## src/rtl/pipe_ctrl_hazard.sv

```systemverilog
// pipe_ctrl_hazard: ID/EX/MEM/WB control registers, load-use stall, branch/jump flush and EX forwarding.
module pipe_ctrl_hazard (
  input  logic       clk,
  input  logic       rst,
  input  logic [9:0] id_sig,
  input  logic [3:0] id_alu,
  input  logic [4:0] id_rs,
  input  logic [4:0] id_rt,
  input  logic [4:0] id_rd,
  input  logic       ex_br_taken,
  output logic       pc_stall,
  output logic       ifid_stall,
  output logic       ifid_flush,
  output logic [9:0] ex_sig,
  output logic [3:0] ex_alu,
  output logic [4:0] ex_rs,
  output logic [4:0] ex_rt,
  output logic [4:0] ex_dst,
  output logic [9:0] mem_sig,
  output logic [4:0] mem_dst,
  output logic       wb_regwrite,
  output logic       wb_memtoreg,
  output logic [4:0] wb_dst,
  output logic [1:0] fwd_a,
  output logic [1:0] fwd_b
);
  logic [4:0] id_dst;
  logic       lu;
  logic       bf;
  always_comb begin
    id_dst = !id_sig[3] ? 5'd0 : id_sig[6] ? 5'd31 : id_sig[7] ? id_rd : id_rt;
    lu = ex_sig[4] && ex_dst != 5'd0 &&
         (ex_dst == id_rs || (ex_dst == id_rt && (id_sig[7] || id_sig[2] || id_sig[1])));
    bf = ex_sig[1] && ex_br_taken;
    pc_stall = !rst && !bf && lu;
    ifid_stall = pc_stall;
    ifid_flush = !rst && (bf || (!lu && id_sig[0]));
    fwd_a = rst ? 2'b00 :
            (mem_sig[3] && mem_dst != 5'd0 && mem_dst == ex_rs) ? 2'b10 :
            (wb_regwrite && wb_dst != 5'd0 && wb_dst == ex_rs) ? 2'b01 : 2'b00;
    fwd_b = rst ? 2'b00 :
            (mem_sig[3] && mem_dst != 5'd0 && mem_dst == ex_rt) ? 2'b10 :
            (wb_regwrite && wb_dst != 5'd0 && wb_dst == ex_rt) ? 2'b01 : 2'b00;
  end
  always_ff @(posedge clk) begin
    if (rst || bf || lu) begin
      ex_sig <= '0;
      ex_alu <= '0;
      ex_rs  <= '0;
      ex_rt  <= '0;
      ex_dst <= '0;
    end else begin
      ex_sig <= id_sig;
      ex_alu <= id_alu;
      ex_rs  <= id_rs;
      ex_rt  <= id_rt;
      ex_dst <= id_dst;
    end
    if (rst) begin
      mem_sig     <= '0;
      mem_dst     <= '0;
      wb_regwrite <= 1'b0;
      wb_memtoreg <= 1'b0;
      wb_dst      <= '0;
    end else begin
      mem_sig     <= ex_sig;
      mem_dst     <= ex_dst;
      wb_regwrite <= mem_sig[3];
      wb_memtoreg <= mem_sig[4];
      wb_dst      <= mem_dst;
    end
  end
endmodule

```

## config.mk

```make
export PLATFORM = sky130hd
export DESIGN_NAME = pipe_ctrl_hazard
export DESIGN_NICKNAME = d
export VERILOG_FILES = /design/src/rtl/pipe_ctrl_hazard.sv
export SDC_FILE = /design/constraint.sdc
export NUM_CORES = 1
export LEC_CHECK = 0
export ABC_AREA = 1
export CORE_MARGIN = 2
export CORE_UTILIZATION = 37
export DETAILED_ROUTE_END_ITERATION = 8
export GPL_ROUTABILITY_DRIVEN = 0
export PLACE_DENSITY = 0.86
export SYNTH_ARGS = -nofsm -noshare
export SYNTH_HDL_FRONTEND = slang
export SYNTH_SLANG_ARGS = --single-unit
export TNS_END_PERCENT = 1
```

## constraint.sdc

```tcl
create_clock -name clk -period 1.12 [get_ports clk]
set_input_delay 0.168 -clock clk [delete_from_list [all_inputs] [get_ports clk]]
set_output_delay 0.168 -clock clk [all_outputs]
set_load 0.05 [all_outputs]
```

* Yosys cells after proc, flatten, opt, wreduce, memory -nomap -nowiden
Cells that the tools add are included.
W data, S select, Z words.
** Cells by class
- Eq/ne operators :: 6
- Mux-type cells :: 8
- Bitwise operators :: 1
- Reduce and logical (&&, ||, !) cells :: 27
** Operators with widths (count)
- $eq A5 B5 Y1 :: 6
- $reduce_bool A5 Y1 :: 3
- $logic_and A1 B1 Y1 :: 14
- $mux W5 :: 2
- $mux W2 :: 4
- $logic_or A1 B1 Y1 :: 6
- $logic_not A1 Y1 :: 3
- $mux W1 :: 2
- $reduce_or A2 Y1 :: 1
- $not A1 Y1 :: 1
** Storage, ports and cells
- Bits in registers :: 51
- Input bits :: 32
- Word-level logic and storage cells :: 52

* Logic depth before layout (Yosys ltp)
- Depth in word-level cells :: 9
- Depth in mapped cells :: 10

* Worst setup path after synthesis
Ideal clock, no wire load.
- Kind :: flip-flop to output port
- Start point :: reg mem_dst[1]
- End point :: out fwd_a[1]
- Arrival :: 2.594 ns
- Setup slack :: -1.642 ns
- Stages on the path, launching flop included :: 5
- Path buffers :: 0
- Path through :: dfxtp_1 inv_1 nand4_1 o21ai_0 nor4_1
** Between the ends
- Longest elaborated chain between the ends :: 5
- Elaborated cells on any way between the ends :: 6
- Classes of those cells :: eq/ne (1); mux (2); reduce/logical (3)
** Ends and longest elaborated chain
- from (decl) :: RTL line 20 : output logic [4:0] mem_dst,
- from (signal assigned) :: RTL line 67 : mem_dst <= ex_dst;
- $reduce_bool A5 Y1 :: RTL line 39 : (mem_sig[3] && mem_dst != 5'd0 && mem_dst == ex_rs) ? 2'b10 :
- $logic_and A1 B1 Y1 :: RTL line 39
- $logic_and A1 B1 Y1 * :: RTL line 39
- $mux W2 * :: RTL line 39
- $mux W2 * :: RTL line 38 : fwd_a = rst ? 2'b00 :
- to (decl) :: RTL line 24 : output logic [1:0] fwd_a,
Every way passes the cells marked *; elsewhere a longest branch is shown, timed or not.

* Worst setup path in the final report
- Start point :: reg mem_dst[0]
- End point :: out fwd_a[1]
The elaborated chain is that of the path after synthesis.

==> out/results.tsv <==
stage	metric	value	unit
final_layout	regArea	1100	µm²
final_layout	stdcell_count	489	
yosys	synth_edf_count	0	
detailed_routing	wl	8410	µm
pwr	leakagePower	2.02	nW
clock_network	clkLatencyLatePin	0.32	ns
detailed_routing	num_vias	2394	
final_layout	final_nets	451	
timing	setup_viol	47	
clock_network	clk_pin_slew	0.10	ns
detailed_routing	wl_per_cell	17.2	µm
detailed_routing	dr.first_iter.drc_count	183	
placed_design	pre_cts_ws	-0.736	ns
timing	worst_slack	-0.762	ns
detailed_routing	drcViolationCount	0	
timing	finClkSkew	0.00935	ns
yosys	seq_area_frac_synth	0.512	
clock_network	h-tree-depth	2	
clock_network	cts_hold_buf	0	
grt	antenna_found_initial	0	
grt	top_usage_layer	met2	
detailed_routing	dr.pass1.iters	5	
critical_path	end_kind	output port	
yosys	syn-mean-instance-area	7.34	µm²
placed_design	placedCellCount	480	
yosys	netlist_instances	272	
run_status	violations	setup timing	
grt	grt_pass1_vias	2508	
placed_design	io_buffers	89	
run_status	outcome	finished with violations	
die	die-height	77.4	µm
die	start_util	0.386	
yosys	synth.most_common_cell	nor2_1	
detailed_routing	ant_nets	0	
clock_network	cts_buffers	5	
die	placementRows	26	
pwr	p_total	4.52	mW
critical_path	crit_arrival	1.71	ns
yosys	syn_area	2000	µm²
grt	grt_use_total	0.279	
grt	overflow	0	
yosys	synth_nets	304	
yosys	yosys.cell_types.count	20	
final_layout	layout-drive-gt1-share	0.427	
yosys	synth.area.top_cells	dfxtp_1 51%, nor2_1 11%, inv_1 10%	
final_layout	area_growth	117	%
clock_network	cts_tree	done	
final_layout	nFillCells	250	
detailed_routing	via_per_inst	4.90	
timing	rsz0062_at_grt	true	
grt	use_met3	0.0570	
die	core	5170	µm²
clock_network	clk_path_buf_depth	2	
final_layout	multi_input_area	831	µm²
die	die_area	6000	µm²
die	die_w	77.4	µm
pwr	power_density	1040	nW/µm²
die	ios	90	
critical_path	critPathMaxFanout	4	
grt	globalRouteMet2Util	0.532	
yosys	ys.flop_type	dfxtp_1	
final_layout	diodes	0	
clock_network	cts_root_buffer	clkbuf_8	
timing	fmax	531	MHz
critical_path	worstPathRequired	0.95	ns
timing	slew_headroom	0.794	
placed_design	dp_hpwl	5710	µm
yosys	synth_top_cell_by_area	dfxtp_1	
timing	hold_viol	0	
job	cap_viol_max_count	0	
critical_path	cpPeakStageDelay	0.39	ns
clock_network	clock_sinks	51	
critical_path	criticalPathCategory	reg2out	
timing	fin_crit	1.88	ns
timing	worst_pin_slew	0.307	ns
grt	grt_first_pass_wirelength	12900	µm
pwr	vdd_drop_max	1.00	mV
critical_path	critPathSlowestCell	dfxtp_4	
yosys	synth_commonest_cells	58 x nor2_1, 55 x inv_1, 51 x dfxtp_1	
timing	maxSlewViolCount	0	
critical_path	crit_path_cell_trace	inv_2 > nand4_1 > o21ai_2 > buf_4 > buf_6 > nor4_4 > buf_12	
grt	grt_max_degree	17	
yosys	async_reset_ff_frac	0	
timing	fin_crit_sh	1.68	
yosys	synth_top_area_share	0.512	
yosys	ys_warn_count	0	
worst_hold_path	hold_class	in2reg	
grt	globalRouteMet1Util	0.285	
critical_path	crit_path_start_kind	flip-flop	
yosys	ys_ff_latch	51	
repair_timing:
action                     4_1_cts  5_1_grt
pin swaps                        6        6
cloned                           0        0
setup endpoints to repair       47       59
buffers inserted                 1        1
gates resized for setup         25       24
metal layers:
metal / routed length, µm / vias to the layer above
met5: 0 / -
met4: 357 / 0
met3: 423 / 31
met2: 4650 / 114
met1: 2980 / 1146
li1: - / 1103
kinds of logic (layout without fill, tap and decap cells):
family	after synthesis	in the layout	synth area share
AO/OA/AOI/OAI	22	22	0.0558
flip-flops	51	51	0.512
AND/OR/NAND/NOR	125	125	0.256
buffers and inverters	63	210	0.128
XOR/XNOR	11	11	0.0483
cells in the final DEF (no fill, tap or decap), types with 2 or more instances in the layout:
cell type	count
nand2_1	41
nand2_4	3
dlymetal6s2s_1	2
inv_2	6
xor2_1	4
inv_4	2
nand3_1	4
clkbuf_8	5
buf_4	37
buf_6	19
xnor2_1	7
dfxtp_2	10
nor2_1	53
dlygate4sd2_1	2
nor3_1	3
dfxtp_1	23
clkdlybuf4s50_1	27
o21ai_0	7
nand2_2	3
a21oi_1	11
dfxtp_4	18
nor2_2	5
buf_12	60
inv_1	48
nand4_1	6
nor2_4	3
sequential cells by signal, summed over array words and instances, names as in the netlist, 4 cells and up:
register  count
ex_rs         5
mem_dst       5
ex_dst        5
mem_sig      10
ex_alu        4
ex_rt         5
ex_sig       10
wb_dst        5
critical path: cells and delay by family (launching register included):
family / cells / cell delay, ns
AO/OA/AOI/OAI: 1 / 0.11
flip-flops: 1 / 0.39
buffers and inverters: 4 / 0.50
AND/OR/NAND/NOR: 2 / 0.38
worst paths after layout:
| path | start | cells past startpoint | slack [ns] | endpoint |
|---|---|---|---|---|
| min reg2reg | mem_sig[4] | 2 | 0.47 | wb_memtoreg |
| max | mem_dst[0] | 7 | -0.76 | fwd_a[1] |
| max reg2reg | ex_dst[2] | 10 | -0.34 | ex_rs[2] |
| min | id_rs[0] | 4 | 0.28 | ex_rs[0] |
area by class of cell:
type                            count  share of cell area
Clock buffer                        5              0.0159
Tap cell                           70              0.0203
Clock inverter                      2             0.00318
Sequential cell                    51               0.255
Multi-Input combinational cell    158               0.192
Inverter                           56              0.0498
Timing Repair Buffer              147               0.464
report_power, final:
| group | leakage (nW) | switching (mW) | internal (mW) | total, mW |
|---|---|---|---|---|
| Clock | 0.0440 | 0.641 | 0.429 | 1.07 |
| Combinational | 1.54 | 0.733 | 0.704 | 1.44 |
| Sequential | 0.436 | 0.119 | 1.89 | 2.01 |
| Total | 2.02 | 1.49 | 3.02 | 4.52 |
stage by stage:
step	setup TNS, ns	utilization	hold slack [ns]	instance area, µm²
finish	-13.63	0.836	0.277	4320
global route	-15.61	0.836	0.303	4320
CTS	-9.36	0.818	0.373	4230
detailed placement	-23.03	0.789	0.452	4080
global placement	-20.46	0.789	0.441	4080
floorplan	-7.06	-	0.273	2120
Power figures use the tool's default switching activity.
